==> config.mk <==
export PLATFORM = sky130hd
export DESIGN_NAME = ex_stage
export DESIGN_NICKNAME = d
export VERILOG_FILES = /design/src/rtl/ex_stage.sv
export SDC_FILE = /design/constraint.sdc
export NUM_CORES = 1
export LEC_CHECK = 0
export BUFFER_PORTS_ARGS = -buffer_cell sky130_fd_sc_hd__buf_4
export CORE_MARGIN = 3
export CORE_UTILIZATION = 36
export CTS_CLUSTER_DIAMETER = 60
export DETAILED_ROUTE_END_ITERATION = 10
export PLACE_DENSITY_LB_ADDON = 0.1
export SYNTH_ARGS = -nofsm -noshare
export SYNTH_HDL_FRONTEND = slang
export SYNTH_SLANG_ARGS = --single-unit
==> constraint.sdc <==
create_clock -name clk -period 3.5 [get_ports clk]
set_input_delay 0.175 -clock clk [delete_from_list [all_inputs] [get_ports clk]]
set_output_delay 0.175 -clock clk [all_outputs]
set_load 0.02 [all_outputs]
==> src/rtl/ex_stage.sv <==
// ============================================================================
// ex_stage -- execute stage with registered EX/MEM outputs
//
// Single-cycle ALU ops (ADD, SUB, AND, NOR, OR, SLT) complete one edge after
// they are accepted.  When the macro EX_MULT_EN is defined, code 0110 starts
// an iterative shift-add multiply that holds the stage (busy) for WIDTH
// cycles.  Without EX_MULT_EN, 0110 is an undefined code (result 0), busy is
// tied low and the FSM never leaves IDLE.
//
// Ports
//   clk            : clock, all state updates on the rising edge
//   reset          : synchronous active-high reset
//   alu_ctl[3:0]   : ALU control code
//   a, b           : operands (WIDTH bits)
//   rd_in[4:0]     : destination register tag
//   reg_write_in   : write-enable tag
//   valid_in       : an operation is presented this cycle
//   flush          : kill the in-flight operation
//   result, zero, overflow, rd_out, reg_write_out, valid_out : EX/MEM register
//   busy           : a multiply holds the stage; upstream must stall
//   dbg_state[1:0] : current FSM state (0 IDLE, 1 MUL, 2 DONE)
//
// Handshake: an operation is taken on a rising edge where valid_in=1,
// busy=0, flush=0 and reset=0.  valid_out=1 marks the single cycle in which
// the registered outputs carry a completed operation; there is no
// back-pressure from downstream.
// ============================================================================
module ex_stage #(
    parameter int WIDTH = 32
) (
    input  logic             clk,
    input  logic             reset,
    input  logic [3:0]       alu_ctl,
    input  logic [WIDTH-1:0] a,
    input  logic [WIDTH-1:0] b,
    input  logic [4:0]       rd_in,
    input  logic             reg_write_in,
    input  logic             valid_in,
    input  logic             flush,
    output logic [WIDTH-1:0] result,
    output logic             zero,
    output logic             overflow,
    output logic [4:0]       rd_out,
    output logic             reg_write_out,
    output logic             valid_out,
    output logic             busy,
    output logic [1:0]       dbg_state
);

    localparam logic [3:0] OP_ADD = 4'b0000;
    localparam logic [3:0] OP_SUB = 4'b0001;
    localparam logic [3:0] OP_AND = 4'b0010;
    localparam logic [3:0] OP_NOR = 4'b0011;
    localparam logic [3:0] OP_OR  = 4'b0100;
    localparam logic [3:0] OP_SLT = 4'b0101;

`ifdef EX_MULT_EN
    localparam logic [3:0] OP_MUL = 4'b0110;
    localparam int         CW     = (WIDTH > 1) ? $clog2(WIDTH) : 1;

    typedef enum logic [1:0] {
        IDLE = 2'd0,
        MUL  = 2'd1,
        DONE = 2'd2
    } state_t;
`else
    typedef enum logic [1:0] {
        IDLE = 2'd0
    } state_t;
`endif

    state_t state, state_nx;

    // ------------------------------------------------------------------
    // Single-cycle ALU
    // ------------------------------------------------------------------
    logic [WIDTH-1:0] sum, diff, alu_res;
    logic             alu_ovf;

    assign sum  = a + b;
    assign diff = a - b;

    always_comb begin
        alu_res = '0;
        alu_ovf = 1'b0;
        case (alu_ctl)
            OP_ADD: begin
                alu_res = sum;
                // operands of equal sign producing a result of the other sign
                alu_ovf = (a[WIDTH-1] == b[WIDTH-1]) && (sum[WIDTH-1] != a[WIDTH-1]);
            end
            OP_SUB: begin
                alu_res = diff;
                alu_ovf = (a[WIDTH-1] != b[WIDTH-1]) && (diff[WIDTH-1] != a[WIDTH-1]);
            end
            OP_AND: alu_res = a & b;
            OP_NOR: alu_res = ~(a | b);
            OP_OR:  alu_res = a | b;
            OP_SLT: alu_res = {{(WIDTH-1){1'b0}}, ($signed(a) < $signed(b))};
            default: begin
                alu_res = '0;
                alu_ovf = 1'b0;
            end
        endcase
    end

    // ------------------------------------------------------------------
    // Control
    // ------------------------------------------------------------------
    logic is_mul;
    logic start_mul;
    logic mul_fin;
    logic accept_single;

`ifdef EX_MULT_EN
    logic [WIDTH-1:0] m_acc, m_cand, m_plier, acc_step;
    logic [4:0]       m_rd;
    logic             m_rw;
    logic [CW-1:0]    cnt;

    assign is_mul   = (alu_ctl == OP_MUL);
    assign busy     = (state == MUL);
    // one shift-add iteration; on the last iteration this is the product
    assign acc_step = m_acc + (m_plier[0] ? m_cand : '0);

    always_comb begin
        state_nx  = state;
        start_mul = 1'b0;
        mul_fin   = 1'b0;
        case (state)
            // DONE only presents the product for one cycle; the stage is
            // free again, so a multiply offered in that cycle is taken
            // instead of being dropped.
            IDLE, DONE: begin
                if (valid_in && is_mul) begin
                    start_mul = 1'b1;
                    state_nx  = MUL;
                end else begin
                    state_nx  = IDLE;
                end
            end
            MUL: begin
                if (cnt == CW'(WIDTH-1)) begin
                    mul_fin  = 1'b1;
                    state_nx = DONE;
                end
            end
            default: state_nx = IDLE;
        endcase
        if (flush) begin
            state_nx  = IDLE;
            start_mul = 1'b0;
            mul_fin   = 1'b0;
        end
    end

    always_ff @(posedge clk) begin
        if (reset) begin
            m_acc   <= '0;
            m_cand  <= '0;
            m_plier <= '0;
            m_rd    <= '0;
            m_rw    <= 1'b0;
            cnt     <= '0;
        end else if (start_mul) begin
            // operands and tags are captured here so upstream may change
            // them freely while busy
            m_acc   <= '0;
            m_cand  <= a;
            m_plier <= b;
            m_rd    <= rd_in;
            m_rw    <= reg_write_in;
            cnt     <= '0;
        end else if (state == MUL) begin
            m_acc   <= acc_step;
            m_cand  <= m_cand << 1;
            m_plier <= m_plier >> 1;
            cnt     <= cnt + CW'(1);
        end
    end
`else
    assign is_mul    = 1'b0;
    assign busy      = 1'b0;
    assign start_mul = 1'b0;
    assign mul_fin   = 1'b0;

    always_comb begin
        state_nx = IDLE;
    end
`endif

    assign accept_single = valid_in && !is_mul && !busy && !flush;
    assign dbg_state     = state;

    always_ff @(posedge clk) begin
        if (reset) begin
            state <= IDLE;
        end else begin
            state <= state_nx;
        end
    end

    // ------------------------------------------------------------------
    // EX/MEM output register
    // ------------------------------------------------------------------
    always_ff @(posedge clk) begin
        if (reset) begin
            result        <= '0;
            zero          <= 1'b0;
            overflow      <= 1'b0;
            rd_out        <= '0;
            reg_write_out <= 1'b0;
            valid_out     <= 1'b0;
        end else if (flush) begin
            valid_out     <= 1'b0;
            reg_write_out <= 1'b0;
        end else if (accept_single) begin
            result        <= alu_res;
            zero          <= (alu_res == '0);
            overflow      <= alu_ovf;
            rd_out        <= rd_in;
            reg_write_out <= reg_write_in;
            valid_out     <= 1'b1;
        end else if (mul_fin) begin
`ifdef EX_MULT_EN
            result        <= acc_step;
            zero          <= (acc_step == '0);
            overflow      <= 1'b0;
            rd_out        <= m_rd;
            reg_write_out <= m_rw;
`endif
            valid_out     <= 1'b1;
        end else begin
            // no completing operation: the write tag is dropped so a
            // stale reg_write_out can never leak into MEM
            valid_out     <= 1'b0;
            reg_write_out <= 1'b0;
        end
    end

endmodule

=== After elaboration in Yosys (flattened, before gate mapping) ===
Index checks and enable logic that the tools add are counted.

* Bits in latches: 0
* Memory bits (writable): 0
* Output and inout bits: 44
* Memories: 0
* Flip-flop bits (word level): 41
* Word-level logic and storage cells: 35
* Memory bits (read-only): 0

* Equal/unequal tests: 9
* $mul: 0
* Reductions and logical operators: 9
* Bitwise logic cells: 5
* Add/sub/neg operators: 2
* Shifts and indexed selects: 0
* Muxes and demuxes: 3
* Divide/modulo/power cells: 0
* $lt $le $gt $ge: 1

{| class="wikitable"
|+ Operators with widths
! operator !! number
|-
| one-hot mux 32 bit (6 select lines) || 1
|-
| adder 32 bit || 1
|-
| AND 32 bit || 1
|-
| zero test 32 bit || 1
|-
| < comparator 32 bit || 1
|-
| NOT 32 bit || 1
|-
| bitwise OR 32 bit || 1
|-
| subtractor 32 bit || 1
|-
| == test 4 x 2 -> 1 bit, second input constant || 2
|-
| == test 4 x 3 -> 1 bit, second input constant || 2
|-
| == test 4 x 1 -> 1 bit, second input constant || 1
|-
| zero test 4 bit || 1
|-
| logical AND 1 bit || 3
|-
| != test 1 bit || 3
|-
| OR reduction 3 bit || 1
|-
| NOT 1 bit || 2
|-
| one-hot mux 1 bit (2 select lines) || 1
|-
| AND reduction 2 bit || 1
|-
| OR reduction 2 bit || 1
|-
| == test 1 bit || 1
|-
| zero test 1 bit || 1
|-
| 2-to-1 mux 1 bit || 1
|}

=== Longest topological paths before layout ===
Gate-level depths: netlist of the first run.

* Depth after elaboration: 4
* Gate-level depth with buffers: 15

=== Least setup slack after synthesis of the first run ===
OpenSTA, ideal clock, no wires.

* Kind: in2reg
* Start: in a[0]
* End: reg zero
* Arrival: 2811 ps
* Path slack: 629 ps
* Data required time: 3440 ps
* Path buffers: 0
* Stages on the path: 15
* Library setup time: 60 ps
* Path through: inv_1 -> ha_1 -> inv_1 -> fa_1 -> mux2_4 -> a221oi_2 -> o21ai_1 -> a2111oi_1 -> and3_1 -> nand3_1 -> nor4b_1 -> nand4_1 -> nor4_1 -> and4_1 -> a41o_1

* Longest elaborated chain between the ends: 4
* Elaborated cells on any way between the ends: 8
* Classes of those cells: 2 x add/sub; 1 x order compare; 1 x mux; 3 x bitwise; 1 x reduce/logical

{| class="wikitable"
|+ Ends and longest elaborated chain
! item !! line !! text
|-
| start, declared || 34 || <nowiki>input logic [WIDTH-1:0] a,</nowiki>
|-
| branches (longest 2 deep; another with subtractor 32 bit) || - ||
|-
| one-hot mux 32 bit (6 select lines) * || 86 || <nowiki>case (alu_ctl)</nowiki>
|-
| zero test 32 bit * || 219 || <nowiki>zero <= (alu_res == '0);</nowiki>
|-
| end signal, assigned || 219 ||
|-
| end, declared || 41 || <nowiki>output logic zero,</nowiki>
|}

Mark *: on every way between the ends.
A chain may end at the register's enable or synchronous reset.

=== Worst setup path in the final report of the first run ===
Ends and elaborated chain as after synthesis.

==> results of run 1 <==
[report_power, final]
group          leakage, uW  internal, uW  switching, uW
clock            0.0000800           338            196
sequential        0.000336           493           15.7
combinational      0.00386           561            783
[worst paths after layout]
path                        end  slack, ns  depth (start not counted)         start
setup / recovery           zero       0.21                         16          a[0]
hold / removal    reg_write_out       0.13                          2  reg_write_in
setup reg to reg           zero       2.73                          2          zero
hold reg to reg       rd_out[0]       0.45                          2     rd_out[0]
[Yosys cell counts, types with 8 or more instances]
cell type and instances:
a211oi_1 23, a21o_1 11, a21oi_1 80, a221o_1 12
a221oi_1 9, a31oi_1 10, and3_1 9, buf_2 20
clkbuf_1 26, dfxtp_1 41, ha_1 100, inv_1 98
mux2i_1 19, nand2_1 71, nand2b_1 10, nand3_1 24
nand4_1 10, nor2_1 94, nor3_1 38, nor4_1 8
o211ai_1 9, o21a_1 9, o21ai_0 43, o21ai_1 10
o22ai_1 15, o31ai_1 13, xnor2_1 14
[worst max-delay path, delay by kind of cell]
| kind | cells | cell delay [ns] |
|---|---|---|
| adders and majority gates | 2 | 0.57 |
| and+or+nand+nor | 4 | 0.79 |
| muxes | 1 | 0.35 |
| buffers and inverters | 3 | 0.25 |
| AOI/OAI and AO/OA | 6 | 1.34 |
[kinds of logic (layout without fill, tap and decap cells)]
| group | after synthesis | count (layout) | synth area share |
|---|---|---|---|
| adders and majority gates | 102 | 102 | 0.180 |
| DFF | 41 | 41 | 0.114 |
| other | 1 | 3 | 0.000522 |
| and+or+nand+nor | 309 | 309 | 0.212 |
| AOI/OAI and AO/OA | 331 | 331 | 0.344 |
| muxes | 22 | 22 | 0.0317 |
| buffers and inverters | 165 | 342 | 0.0996 |
| xor gates and xnor gates | 15 | 15 | 0.0183 |
[metrics by stage]
stage / instances / instance area [sq um] / utilization / hold slack, ns
floorplan: 988 / 7200 / - / 0.311
CTS: 1429 / 9110 / 0.467 / 0.119
global placement: 1421 / 8940 / 0.458 / 0.415
global route: 1430 / 9130 / 0.468 / 0.129
detailed placement: 1421 / 8940 / 0.458 / 0.413
finish: 1430 / 9130 / 0.468 / 0.127
[final cells by class]
class | instances | area [sq um]
Fill cell | 2083 | 10400
Timing Repair Buffer | 232 | 1740
Multi-Input combinational cell | 782 | 5690
Inverter | 102 | 383
Clock inverter | 3 | 46.3
Sequential cell | 41 | 821
Tap cell | 265 | 332
Clock buffer | 5 | 125
[repair_timing]
item,in CTS,in global routing
resized for setup,0,3
setup buffers,0,1
hold buffers,0,0
endpoints found under the setup margin,0,1
[flip-flops by register name, summed over array words and instances, names as in the netlist]
signal         flops
result            32
rd_out             5
overflow           1
reg_write_out      1
valid_out          1
zero               1
[metal layers]
metal  part of all wire  up-vias
li1                   -     3941
met1               0.47     3805
met2               0.44      373
met3              0.073       44
met4              0.023        0
met5                  0        -
==> results.ini, run 1 <==
[status]
outcome=completed

[logic_synthesis]
yosys_warnings=0
syn_inst=986
avgSynthCellArea_sq_um=7.29
synth.distinct_cells=99
yosysTopAreaCell=ha_1
yosysSeqAreaShare=0.114
synthesis.area_sq_mm=0.00719
netlist.area_leader.share=0.174
ys_seq_elements=41
ys.flop_type=dfxtp_1
synth_edf_count=0
synth_area_leaders=ha_1, dfxtp_1, a21oi_1
synth-async-reset-ratio=0

[sta]
finalWorstSetupSlack_ns=0.214
setup_viol=0
rsz0062_at_grt=no
relSlewSlack=0.437
slew_violations=0
fmax_mhz=304
fin_crit_ns=3.29
worst_slew_pin_slew_ns=0.840
finClkSkew_ns=0
fin_tns_setup_ns=0
hold_viol_final=0
min_period_over_period=0.939

[setup_path]
cpMostUsedCell=inv_1
slowest_stage=fa_1
cp_slowest_stage_delay_ns=0.39
worstPathCellList=buf_4, inv_1, ha_1, inv_1, fa_1, nor3b_1, nor3_1, o31a_1, o211a_4, a21oi_1, o21ai_1, mux2_2, o22ai_1, nor4_1, and4_1, a41o_1
startpoint_type=input pin
required_ns=3.67
cp_max_fo=5
end_kind=register
arrival_ns=3.46
path_class=in -> reg

[floorplanning]
rows=51
dieArea_sq_mm=0.0217
core_area_sq_mm=0.0195
initial_core_util=0.368
die_x_um=147
ios=122
dieHeight_um=147

[global_route]
grt_overflow=0
grt_use_met2=0.381
grt_usage=0.241
grt_use_met3=0.0238
grt_pass1_vias=7432
global_route.usage.met1=0.352
grt.busiest_layer=met2
antenna_found_initial=0
grt_pass1_wl_um=42200
grt_max_degree=36

[clock_network]
htreeDepth=2
cts.sinks=41
root_buffer=clkbuf_16
cts_buffers=5
clock_latency_ns=0.28
clk_path_buf_depth=2
tritoncts=yes
path_clk_slew_ns=0.06

[drt]
detail-route-antenna-nets=0
route.detailed.drc=0
post_drt_via_cell_ratio=5.71
detail_route.wl_per_cell_um=19.2
vias=8163
drtIter0Drc=644
wl_um=27500
firstDrtPassIters=6

[placed_design]
gp_routability_congestion=0.976
place_ws_ns=-0.0887
portBuffers=118
hpwl_um=22400

[layout]
final_cell_mix=buf_4, ha_1, inv_1
num_antenna_cells=0
syn2layout_area_growth_pct=27.1
nets=1344
final_common_cell=buf_4
drive_gt1_frac=0.259

[power]
finalPower_uw=2390
ir_drop_v=0.000180
p_leak_uw=0.00428
powerDensity_mw_per_mm2=261

[run]
cap_violations=0

[hold_path]
hold_path.class=in -> reg

No activity file was read; power rests on OpenSTA's default activity.
==> run 2, diff against run 1 <==
MAX_ROUTING_LAYER = met4   (was default)
==> results.ini, run 2 (same netlist as run 1, synthesis figures left out) <==
[drt]
vias=8043  ; was 8,163
wl_um=27200  ; was 27,500 um
detail-route-antenna-nets=0  ; unchanged
post_drt_via_cell_ratio=5.66  ; was 5.71
firstDrtPassIters=6  ; unchanged
route.detailed.drc=0  ; unchanged
detail_route.wl_per_cell_um=19.2  ; about the same
drtIter0Drc=825  ; was 644

[hold_path]
holdCritStartpoint=reg_write_in  ; unchanged
min_to=reg_write_out  ; unchanged
holdPathStages=2  ; unchanged
hold_path.class=in -> reg  ; unchanged

[sta]
worst_slew_pin_slew_ns=0.873  ; was 0.840 ns
finalWorstSetupSlack_ns=0.224  ; was 0.214 ns
slew_violations=0  ; unchanged
fin_tns_setup_ns=0  ; unchanged
finClkSkew_ns=0  ; unchanged
relSlewSlack=0.415  ; was 0.437
hold_viol_final=0  ; unchanged
min_period_over_period=0.936  ; was 0.939
fin_crit_ns=3.28  ; was 3.29 ns
fmax_mhz=305  ; was 304 MHz
setup_viol=0  ; unchanged
rsz0062_at_grt=no  ; unchanged

[floorplanning]
ios=122  ; unchanged
rows=51  ; unchanged
dieHeight_um=147  ; unchanged
die_x_um=147  ; unchanged
initial_core_util=0.368  ; unchanged
core_area_sq_mm=0.0195  ; unchanged
dieArea_sq_mm=0.0217  ; unchanged

[clock_network]
htreeDepth=2  ; unchanged
path_clk_slew_ns=0.06  ; about the same
tritoncts=yes  ; unchanged
clock_latency_ns=0.28  ; about the same
cts.sinks=41  ; unchanged
holdBufCountCts=0  ; unchanged
clk_path_buf_depth=2  ; unchanged
root_buffer=clkbuf_16  ; unchanged
cts_buffers=5  ; unchanged

[global_route]
grt_overflow=0  ; unchanged
grt_pass1_wl_um=42800  ; was 42,200 um
antenna_found_initial=0  ; unchanged
grt_max_degree=36  ; unchanged
grt_pass1_vias=7610  ; was 7,432
grt_usage=0.250  ; was 0.241

[power]
p_leak_uw=0.00423  ; was 0.00428 uW
ir_drop_v=0.000178  ; was 0.000180 V
powerDensity_mw_per_mm2=263  ; was 261 mW/mm^2

[layout]
drive_gt1_frac=0.254  ; was 0.259
largest_register_ff_count=32  ; unchanged
nets=1335  ; was 1,344
design_area_sq_mm=0.00907  ; was 0.00913 sq mm
syn2layout_area_growth_pct=26.2  ; was 27.1%
final_cell_mix=buf_4, ha_1, inv_1  ; unchanged
num_antenna_cells=0  ; unchanged
stdcell_count=1421  ; was 1,430
final_common_cell=buf_4  ; unchanged
postLayoutCoreUtil=0.465  ; was 0.468
largest-register=result  ; unchanged
reg_top3=result x32, rd_out x5  ; unchanged
num-fill-cells=2058  ; was 2,083

[setup_path]
cp_slowest_stage_delay_ns=0.40  ; was 0.39 ns
cp_top_family=compound AO/OA/AOI/OAI gates  ; unchanged
r2r-start=zero  ; unchanged
r2r_slack_ns=2.70  ; was 2.73 ns
crit_buf_inv=3  ; unchanged
worstReg2RegEnd=zero  ; unchanged
path_class=in -> reg  ; unchanged
slowest_stage=fa_1  ; unchanged
worstPathCellList=buf_4, inv_1, ha_1, inv_1, fa_1, nor3b_1, nor3_2, o31a_1, o211a_4, a21oi_1, o21ai_1, mux2_2, o22ai_1, nor4_1, and4_1, a41o_1  ; was buf_4, inv_1, ha_1, inv_1, fa_1, nor3b_1, nor3_1, o31a_1, o211a_4, a21oi_1, o21ai_1, mux2_2, o22ai_1, nor4_1, and4_1, a41o_1
reg2reg_depth=2  ; unchanged
required_ns=3.68  ; was 3.67 ns
cp_max_fo=5  ; unchanged
startpoint_type=input pin  ; unchanged
arrival_ns=3.46  ; about the same
end_kind=register  ; unchanged
cpMostUsedCell=inv_1  ; unchanged
crit_start=a[0]  ; unchanged

[placed_design]
place_inst=1413  ; was 1,421
hpwl_um=22000  ; was 22,400 um
portBuffers=118  ; unchanged
place_area_sq_mm=0.00888  ; was 0.00894 sq mm
gp_routability_congestion=0.945  ; was 0.976
place_ws_ns=-0.0854  ; was -0.0887 ns

[run]
cap_violations=0  ; unchanged

[status]
outcome=completed  ; unchanged

## run 2: changes by cell type in the layout (fill, tap and decap cells not counted)
| cell | delta |
|---|---|
| buf_4 | -9 |
| nor3_1 | -1 |
| nor3_2 | +1 |
## run 2: final cells by class
class	count	area (sq um)	share of cell area
Multi-Input combinational cell	782	5690	0.627
Inverter	102	383	0.0422
Sequential cell	41	821	0.0905
Clock inverter	3	46.3	0.00510
Clock buffer	5	125	0.0138
Tap cell	265	332	0.0366
Timing Repair Buffer	223	1670	0.185
## run 2: how the worst max path moves through the flow
stage,endpoint,slack (ns),cells after the start
floorplan,zero,0.63,15
global placement,zero,-0.05,16
detailed placement,zero,-0.09,16
CTS,zero,0.20,16
global route,result[29],0.03,17
finish,zero,0.22,16
## run 2: power by group
group / internal (uW) / switching, uW
sequential: 493 / 16.5
clock: 338 / 200
combinational: 556 / 779
## run 2: stage by stage
| step | power [uW] | hold slack (ns) |
|---|---|---|
| 2_1_floorplan | 1330 | 0.311 |
| 3_3_place_gp | 1830 | 0.420 |
| 3_5_place_dp | 1830 | 0.419 |
| 4_1_cts | 2370 | 0.120 |
| 5_1_grt | 2530 | 0.129 |
| 6_report | 2380 | 0.129 |
## run 2: layer usage
layer | wire length (um) | track usage | share of wire | up-vias
li1 | - | - | - | 3916
met1 | 12800 | 0.355 | 0.47 | 3752
met2 | 12000 | 0.379 | 0.44 | 325
met3 | 1810 | 0.0305 | 0.066 | 50
met4 | 692 | 0.0629 | 0.025 | 0
met5 | 0 | - | 0 | -
## run 2: timing repair
item | in CTS | in global routing
setup buffers | 0 | 0
hold endpoints to repair | 0 | 0
setup endpoints to repair | 0 | 1
resized for setup | 0 | 4
==> run 3, diff against run 2 <==
BUFFER_PORTS_ARGS = default   (was -buffer_cell sky130_fd_sc_hd__buf_4)
DONT_BUFFER_PORTS = 1   (was default)
==> results.ini, run 3 (same netlist as run 1, synthesis figures left out) <==
[status]
outcome=completed  ; unchanged

[setup_path]
required_ns=3.73  ; was 3.68 ns
r2r_slack_ns=2.58  ; was 2.70 ns
crit_start=b[4]  ; was a[0]
slowest_stage=a221oi_1  ; was fa_1
path_class=in -> reg  ; unchanged
worstPathCellList=inv_1, ha_1, nand2_4, o31ai_4, o2111ai_4, o311ai_4, a211o_1, a2bb2oi_2, xnor2_1, a221oi_1, buf_4, and4_1, and4_1, a41o_1  ; was buf_4, inv_1, ha_1, inv_1, fa_1, nor3b_1, nor3_2, o31a_1, o211a_4, a21oi_1, o21ai_1, mux2_2, o22ai_1, nor4_1, and4_1, a41o_1
crit_buf_inv=2  ; was 3
cp_max_fo=9  ; was 5
arrival_ns=3.58  ; was 3.46 ns
r2r-start=result[18]  ; was zero
cpMostUsedCell=and4_1  ; was inv_1
cp_top_family=compound AO/OA/AOI/OAI gates  ; unchanged
startpoint_type=input pin  ; unchanged
cp_slowest_stage_delay_ns=0.54  ; was 0.40 ns
end_kind=register  ; unchanged

[sta]
slew_violations=0  ; unchanged
min_period_over_period=0.955  ; was 0.936
fmax_mhz=299  ; was 305 MHz
hold_viol_final=0  ; unchanged
fin_crit_ns=3.34  ; was 3.28 ns
rsz0062_at_grt=no  ; unchanged
finClkSkew_ns=0  ; unchanged
finalWorstSetupSlack_ns=0.157  ; was 0.224 ns
relSlewSlack=0.503  ; was 0.415
fin_tns_setup_ns=0  ; unchanged
worst_slew_pin_slew_ns=0.745  ; was 0.873 ns
setup_viol=0  ; unchanged

[layout]
syn2layout_area_growth_pct=8.06  ; was 26.2%
final_common_cell=ha_1  ; was buf_4
nets=1161  ; was 1,335
seq_area_sq_um=821  ; unchanged
multiInputGateArea_sq_mm=0.00568  ; was 0.00569 sq mm
stdcell_count=1246  ; was 1,421
num_antenna_cells=0  ; unchanged
design_area_sq_mm=0.00777  ; was 0.00907 sq mm
drive_gt1_frac=0.117  ; was 0.254
final_cell_mix=ha_1, inv_1, nor2_1  ; was buf_4, ha_1, inv_1
num-fill-cells=2100  ; was 2,058
largest_register_ff_count=32  ; unchanged
largest-register=result  ; unchanged
reg_top3=result x32, rd_out x5  ; unchanged

[floorplanning]
core_area_sq_mm=0.0195  ; unchanged
initial_core_util=0.368  ; unchanged
rows=51  ; unchanged
die_x_um=147  ; unchanged
ios=122  ; unchanged
dieHeight_um=147  ; unchanged
dieArea_sq_mm=0.0217  ; unchanged

[global_route]
grt_pass1_wl_um=41900  ; was 42,800 um
grt_usage=0.249  ; was 0.250
antenna_found_initial=0  ; unchanged
grt_max_degree=50  ; was 36
grt_pass1_vias=7071  ; was 7,610
grt_overflow=0  ; unchanged

[hold_path]
holdCritStartpoint=rd_in[2]  ; was reg_write_in
hold_path.class=in -> reg  ; unchanged

[power]
finalPower_uw=2080  ; was 2380 uW
ir_drop_v=0.000152  ; was 0.000178 V
powerDensity_mw_per_mm2=268  ; was 263 mW/mm^2
p_leak_uw=0.00338  ; was 0.00423 uW

[placed_design]
hpwl_um=21400  ; was 22,000 um
portBuffers=0  ; was 118
place_ws_ns=-0.0834  ; was -0.0854 ns
gp_routability_congestion=0.924  ; was 0.945
place_inst=1238  ; was 1,413
place_area_sq_mm=0.00760  ; was 0.00888 sq mm

[clock_network]
clock_latency_ns=0.28  ; about the same
cts.sinks=41  ; unchanged
post_cts_resized=0  ; unchanged
cts_buffers=5  ; unchanged
root_buffer=clkbuf_16  ; unchanged
htreeDepth=2  ; unchanged
clk_path_buf_depth=2  ; unchanged
path_clk_slew_ns=0.06  ; about the same
tritoncts=yes  ; unchanged

[drt]
detail_route.wl_per_cell_um=21.6  ; was 19.2 um
detail-route-antenna-nets=0  ; unchanged
drtIter0Drc=762  ; was 825
vias=7360  ; was 8,043
firstDrtPassIters=5  ; was 6
post_drt_via_cell_ratio=5.91  ; was 5.66
wl_um=26900  ; was 27,200 um
route.detailed.drc=0  ; unchanged

[run]
cap_violations=0  ; unchanged

[run 3: changes by cell type in the layout (fill, tap and decap cells not counted), sizes merged]
cell,change
clkbuf,+1
buf,-174
clkinv,-1
bufinv,-1
[run 3: area by class of cell]
class,count,share of cell area
repair buffers,49,0.0522
multi-input cells,782,0.731
clock buffers,6,0.0179
inverters,102,0.0493
flip-flops and latches,41,0.106
well taps,265,0.0427
clock inverters,1,0.000966
[run 3: final timing paths]
path / endpoint / cells past startpoint
worst min-delay path: rd_out[2] / 2
worst max-delay path: zero / 14
worst max register to register: result[18] / 2
worst min register to register: rd_out[0] / 2
[run 3: timing repair]
action                                 4_1_cts  5_1_grt
hold buffers                                 1        0
endpoints found under the hold margin       33        0
setup buffers                                0        0
[run 3: routing by layer]
metal,vias to the layer above,routed length [um],GRT usage
met5,-,0,-
met4,0,252,0.0340
met3,23,1740,0.0308
met2,259,12100,0.389
met1,3501,12900,0.354
li1,3577,-,-
[run 3: power by group]
group          total, uW  leakage, uW  switching [uW]  internal [uW]
logic               1070      0.00298             662            405
registers            545     0.000336            52.1            493
clock network        468    0.0000690             188            280
[run 3: stage by stage]
step                 util  hold WS, ns
finish              0.398       0.0227
global route        0.398       0.0251
CTS                 0.398       0.0174
detailed placement  0.389        0.249
global placement    0.389        0.248
floorplan               -        0.311
